--- src/rtl/alu_pkg.sv ---
// rtl/alu_pkg.sv - shared ALU opcodes, arbiter state encoding and datapath width
package alu_pkg;

  localparam int ALU_DATAPATH_WIDTH = 64;
  localparam int ALU_CTRL_WIDTH     = 4;

  localparam logic [3:0] ALU_NOP = 4'd0;
  localparam logic [3:0] ALU_ADD = 4'd1;
  localparam logic [3:0] ALU_SUB = 4'd2;
  localparam logic [3:0] ALU_AND = 4'd3;
  localparam logic [3:0] ALU_OR  = 4'd4;
  localparam logic [3:0] ALU_NOT = 4'd5;
  localparam logic [3:0] ALU_XOR = 4'd6;
  localparam logic [3:0] ALU_SLT = 4'd7;
  localparam logic [3:0] ALU_SLL = 4'd8;
  localparam logic [3:0] ALU_SRL = 4'd9;

  typedef enum logic [1:0] {
    IDLE = 2'd0,
    EXEC = 2'd1,
    DONE = 2'd2
  } arb_state_e;

endpackage

--- src/rtl/rr_pick.sv ---
// rtl/rr_pick.sv - combinational round-robin selector: first requester at or after ptr
module rr_pick #(
  parameter int NUM_REQ = 4,
  parameter int PTR_W   = $clog2(NUM_REQ)
) (
  input  logic [NUM_REQ-1:0] req,
  input  logic [PTR_W-1:0]   ptr,
  output logic [NUM_REQ-1:0] grant,
  output logic [PTR_W-1:0]   idx
);

  int               cand;
  logic [PTR_W-1:0] cand_idx;
  logic             found;

  // Wrap is explicit so non-power-of-two NUM_REQ never visits a phantom slot.
  always_comb begin
    grant    = '0;
    idx      = '0;
    found    = 1'b0;
    cand     = 0;
    cand_idx = '0;
    for (int k = 0; k < NUM_REQ; k++) begin
      cand = int'(ptr) + k;
      if (cand >= NUM_REQ) cand = cand - NUM_REQ;
      cand_idx = PTR_W'(cand);
      if (!found && req[cand_idx]) begin
        found           = 1'b1;
        grant[cand_idx] = 1'b1;
        idx             = cand_idx;
      end
    end
  end

endmodule

--- src/rtl/alu_share_arbiter.sv ---
// rtl/alu_share_arbiter.sv - round-robin sequencer time-sharing one ALU among NUM_CORES cores
module alu_share_arbiter
  import alu_pkg::*;
#(
  parameter int DATAPATH_WIDTH = ALU_DATAPATH_WIDTH,
  parameter int NUM_CORES      = 4
) (
  input  logic                                  clk,
  input  logic                                  rst_n,
  input  logic [NUM_CORES-1:0]                  req_in,
  input  logic [NUM_CORES*DATAPATH_WIDTH-1:0]   a_in,
  input  logic [NUM_CORES*DATAPATH_WIDTH-1:0]   b_in,
  input  logic [NUM_CORES*ALU_CTRL_WIDTH-1:0]   ctrl_in,
  output logic [NUM_CORES-1:0]                  ack_out,
  output logic [NUM_CORES-1:0]                  done_out,
  output logic [DATAPATH_WIDTH-1:0]             result_out,
  output logic                                  zero_out,
  output logic                                  busy_out,
  output logic [DATAPATH_WIDTH-1:0]             alu_a_out,
  output logic [DATAPATH_WIDTH-1:0]             alu_b_out,
  output logic [ALU_CTRL_WIDTH-1:0]             alu_ctrl_out,
  input  logic [DATAPATH_WIDTH-1:0]             alu_accum_in,
  input  logic                                  alu_zero_in
);

  localparam int PTR_W = $clog2(NUM_CORES);

  arb_state_e                state_q, state_d;
  logic [PTR_W-1:0]          rr_ptr;
  logic [PTR_W-1:0]          win_q;
  logic [NUM_CORES-1:0]      win_grant_q;
  logic [NUM_CORES-1:0]      pick_grant;
  logic [PTR_W-1:0]          pick_idx;
  logic [DATAPATH_WIDTH-1:0] sel_a, sel_b;
  logic [ALU_CTRL_WIDTH-1:0] sel_ctrl;
  logic [PTR_W-1:0]          rr_next;

  rr_pick #(
    .NUM_REQ (NUM_CORES),
    .PTR_W   (PTR_W)
  ) u_rr_pick (
    .req   (req_in),
    .ptr   (rr_ptr),
    .grant (pick_grant),
    .idx   (pick_idx)
  );

  // Operand mux keyed on the one-hot grant so every slice index is a constant.
  always_comb begin
    sel_a    = '0;
    sel_b    = '0;
    sel_ctrl = '0;
    for (int i = 0; i < NUM_CORES; i++) begin
      if (pick_grant[i]) begin
        sel_a    = a_in[i*DATAPATH_WIDTH +: DATAPATH_WIDTH];
        sel_b    = b_in[i*DATAPATH_WIDTH +: DATAPATH_WIDTH];
        sel_ctrl = ctrl_in[i*ALU_CTRL_WIDTH +: ALU_CTRL_WIDTH];
      end
    end
  end

  assign rr_next  = (win_q == PTR_W'(NUM_CORES - 1)) ? '0 : win_q + 1'b1;
  assign busy_out = (state_q != IDLE);

  always_ff @(posedge clk or negedge rst_n) begin
    if (!rst_n) state_q <= IDLE;
    else        state_q <= state_d;
  end

  always_comb begin
    state_d = state_q;
    case (state_q)
      IDLE:    if (|req_in) state_d = EXEC;
      EXEC:    state_d = DONE;
      DONE:    state_d = IDLE;
      default: state_d = IDLE;
    endcase
  end

  // ack/done default low every cycle so each is a single-cycle pulse.
  always_ff @(posedge clk or negedge rst_n) begin
    if (!rst_n) begin
      rr_ptr       <= '0;
      win_q        <= '0;
      win_grant_q  <= '0;
      ack_out      <= '0;
      done_out     <= '0;
      result_out   <= '0;
      zero_out     <= 1'b0;
      alu_a_out    <= '0;
      alu_b_out    <= '0;
      alu_ctrl_out <= '0;
    end else begin
      ack_out  <= '0;
      done_out <= '0;
      case (state_q)
        IDLE: begin
          if (|req_in) begin
            alu_a_out    <= sel_a;
            alu_b_out    <= sel_b;
            alu_ctrl_out <= sel_ctrl;
            win_q        <= pick_idx;
            win_grant_q  <= pick_grant;
            ack_out      <= pick_grant;
          end
        end
        EXEC: begin
          result_out   <= alu_accum_in;
          zero_out     <= alu_zero_in;
          done_out     <= win_grant_q;
          rr_ptr       <= rr_next;
          alu_a_out    <= '0;
          alu_b_out    <= '0;
          alu_ctrl_out <= '0;
        end
        default: ;
      endcase
    end
  end

endmodule

--- config.mk ---
export PLATFORM = sky130hd
export DESIGN_NAME = alu_share_arbiter
export DESIGN_NICKNAME = d
export VERILOG_FILES = /design/src/rtl/alu_pkg.sv /design/src/rtl/rr_pick.sv /design/src/rtl/alu_share_arbiter.sv
export SDC_FILE = /design/constraint.sdc
export NUM_CORES = 1
export LEC_CHECK = 0
export ABC_AREA = 1
export CAP_MARGIN = 5
export CORE_AREA = 10 10 302 304
export CTS_BUF_LIST = sky130_fd_sc_hd__clkbuf_8
export CTS_CLUSTER_DIAMETER = 60
export DETAILED_ROUTE_END_ITERATION = 12
export DIE_AREA = 0 0 312 314
export PLACE_DENSITY = 0.42
export SYNTH_ARGS = -nofsm -noshare
export SYNTH_HDL_FRONTEND = slang
export SYNTH_HIERARCHICAL = 1
export SYNTH_SLANG_ARGS = --single-unit
--- constraint.sdc ---
create_clock -name clk -period 3.7 [get_ports clk]
set_clock_uncertainty 0.2 [all_clocks]
set_input_delay 0.74 -clock clk [delete_from_list [all_inputs] [get_ports clk]]
set_output_delay 0.74 -clock clk [all_outputs]
set_load 0.1 [all_outputs]
==> impl_metrics.env <==
export IMPL_whs_ps=268.4
export IMPL_path_common_cell="nand2_1"
export IMPL_drt_total_wl_um=90990
export IMPL_min_to="result_out[35]$_DFFE_PN0P_"
export IMPL_antenna_found_initial=8
export IMPL_slew_headroom=0.3379
export IMPL_worstPathArrival_ps=3560
export IMPL_wl_met2_um=44460
export IMPL_gr_total_overflow=0
export IMPL_synth_seq_cells=215
export IMPL_ys_types=25
export IMPL_drtIter0Drc=1133
export IMPL_numPortBuffers=804
export IMPL_setup_viol=0
export IMPL_crit_slowest_cell="dfrtp_1"
export IMPL_routedWlPerCell_um=21.70
export IMPL_drc=0
export IMPL_r2r_start="rr_ptr[1]$_DFFE_PN0P_"
export IMPL_die_w_um=312
export IMPL_htreeDepth=2
export IMPL_hold_path_startpoint="result_out[35]$_DFFE_PN0P_"
export IMPL_cts_setup_buffers=0
export IMPL_worstSkewPairLatency_ps=610
export IMPL_crit_family="buffers and inverters"
export IMPL_critPathBufInv=5
export IMPL_area_growth_pct=73.85
export IMPL_drive_above_1_share=0.1146
export IMPL_ctsHoldBuffers=1
export IMPL_via_per_inst=4.148
export IMPL_num_rows=107
export IMPL_yosysSeqAreaShare=0.3861
export IMPL_routabilityCongestion=0.8746
export IMPL_grt_max_degree=101
export IMPL_path_max_fanout=28
export IMPL_ff2ff_path_depth=17
export IMPL_final_cell_mix="nand2_1 (964), clkdlybuf4s50_1 (623), nor2_1 (309)"
export IMPL_cap_violations=0
export IMPL_critPathKind="reg2reg"
export IMPL_dpl_hpwl_um=70590
export IMPL_wl_met1_um=37120
export IMPL_worst_pin_slew_ps=990.1
export IMPL_antenna_left=0
export IMPL_initial_core_util=0.1642
export IMPL_core_area_sq_um=84880
export IMPL_vias=17390
export IMPL_grt_util_all_layers=0.1769
export IMPL_end_kind="register"
export IMPL_grt_setup_unrepaired="false"
export IMPL_grt_pass1_wl_um=129900
export IMPL_path_cells="inv_1 -> ha_1 -> inv_1 -> nand3_1 -> nand2_1 -> nor2_2 -> a21oi_1 -> nand3_4 -> buf_12 -> buf_12 -> buf_12 -> nand2_1 -> nand2_1 -> nand3_1 -> nand2_1 -> nand2_1 -> nand2_1"
export IMPL_postSynthCellCount=2249
export IMPL_critPathLaunchType="register"
export IMPL_cts_tree="done"
export IMPL_synth_area_sq_um=13930
export IMPL_min_path_type="reg2reg"
export IMPL_yosysWarnings=6
export IMPL_max_freq_mhz=306.4
export IMPL_ios=805
export IMPL_clockBufferDepth=3
export IMPL_fin_crit_sh=0.8820
export IMPL_slowest_delay_ps=520
export IMPL_drt_first_pass_iters=5
export IMPL_hold_viol=0
export IMPL_die_area_sq_um=97970
export IMPL_worstReg2RegEnd="alu_b_out[41]$_DFFE_PN0P_"
export IMPL_min_period_ps=3263
export IMPL_nets=3620
export IMPL_r2r_slack_ps=440
export IMPL_numCtsBuffers=51
export IMPL_clkTransAtPathRegs_ps=50
export IMPL_worstPathRequired_ps=3990
export IMPL_cts_sinks=215
export IMPL_status="completed"
export IMPL_cts_resized=0
export IMPL_layout_commonest_cell="nand2_1"
export IMPL_finalSetupTns_ps=0
export IMPL_route_top_layer_used="met5"
export IMPL_grt_pass1_vias=18210
export IMPL_slew_viol_final=0
export IMPL_avgSynthCellArea_sq_um=6.195
export IMPL_syn_num_nets=2854
export IMPL_die_height_um=314
export IMPL_met3WireLength_um=7587
export IMPL_whs_path_depth=2
export IMPL_cts_root_buf="clkbuf_8"
export IMPL_utilization=0.2854
[per-stage QoR]
stage	setup WS [ps]	area, sq um	std cells
finish	436.7	24220	4193
global route	227.1	24220	4191
CTS	440.6	24210	4189
floorplan	1080	13930	2249
detailed placement	215.7	23240	4105
global placement	242.0	23240	4105
[cell type report]
class | instances | area, sq um
fill | 9526 | 60660
antenna | 4 | 10.01
tap | 1144 | 1431
multi-input combinational | 1749 | 7416
clock inverter | 22 | 123.9
timing repair buffer | 879 | 8556
clock buffer | 61 | 839.6
inverter | 119 | 466.7
sequential | 215 | 5380
[how the worst max path moves through the flow]
stage | start | endpoint | slack, ps | depth (start not counted)
after floorplan | rr_ptr[1]$_DFFE_PN0P_ | alu_a_out[22]$_DFFE_PN0P_ | 1080 | 17
after global placement | req_in[3] | alu_b_out[63]$_DFFE_PN0P_ | 240 | 15
after detailed placement | req_in[2] | alu_b_out[63]$_DFFE_PN0P_ | 220 | 15
after CTS | rr_ptr[1]$_DFFE_PN0P_ | alu_b_out[63]$_DFFE_PN0P_ | 440 | 15
after global routing | rr_ptr[1]$_DFFE_PN0P_ | alu_a_out[15]$_DFFE_PN0P_ | 230 | 15
final | rr_ptr[1]$_DFFE_PN0P_ | alu_b_out[41]$_DFFE_PN0P_ | 440 | 17
[logic make-up (layout without fill, tap and decap cells)]
logic type               count (synthesis)  in the layout  synth area share
buffers and inverters                  285           1081           0.08692
AND/OR/NAND/NOR                       1631           1631            0.4799
AO/OA/AOI/OAI                          112            112           0.04167
flip-flops                             215            215            0.3861
other                                    0              4                 0
adder cells (fa/ha/maj)                  6              6          0.005388
[worst reg2reg max path: stages, from the launching register on]
cell and delay (ps):
dfrtp_1 520, inv_1 220, ha_1 370, inv_1 140, nand3_1 90, nand2_1 140, nor2_2 80, a21oi_1 250
nand3_4 150, buf_12 180, buf_12 160, buf_12 250, nand2_1 80, nand2_1 50, nand3_1 60, nand2_1 90
nand2_1 80, nand2_1 50
[synth_stat cells]
cell,count,area share
nand2_1,964,0.26
nand3_1,309,0.11
nor2_1,309,0.083
dfrtp_1,215,0.39
inv_1,112,0.030
a21oi_1,102,0.037
buf_2,94,0.034
clkbuf_1,56,0.015
nand4_1,36,0.016
buf_1,12,0.0032
ha_1,6,0.0054
inv_2,6,0.0016
a21boi_0,4,0.0022
nand2_4,4,0.0032
buf_4,3,0.0016
nand2_2,3,0.0013
o21bai_1,3,0.0016
nor2_2,2,0.00090
nor2_4,2,0.0016
o21ai_1,2,0.00072
buf_6,1,0.00081
inv_6,1,0.00063
nand3_4,1,0.0013
nor2_8,1,0.0014
o31ai_1,1,0.00054
[registers in the layout, summed over array words and instances (netlist names)]
name	flops
alu_a_out	64
alu_b_out	64
result_out	64
ack_out	4
alu_ctrl_out	4
done_out	4
win_grant_q	4
rr_ptr	2
state_q	2
win_q	2
zero_out	1
[layer usage]
layer / global-route usage / vias to the layer above
met5: 0 / -
met4: 0.03688 / 12
met3: 0.06451 / 98
met2: 0.3099 / 634
met1: 0.2044 / 8089
li1: - / 8561
Power is not shown: default switching activity piles up to over one toggle a cycle in this logic, so the estimate is an artifact.
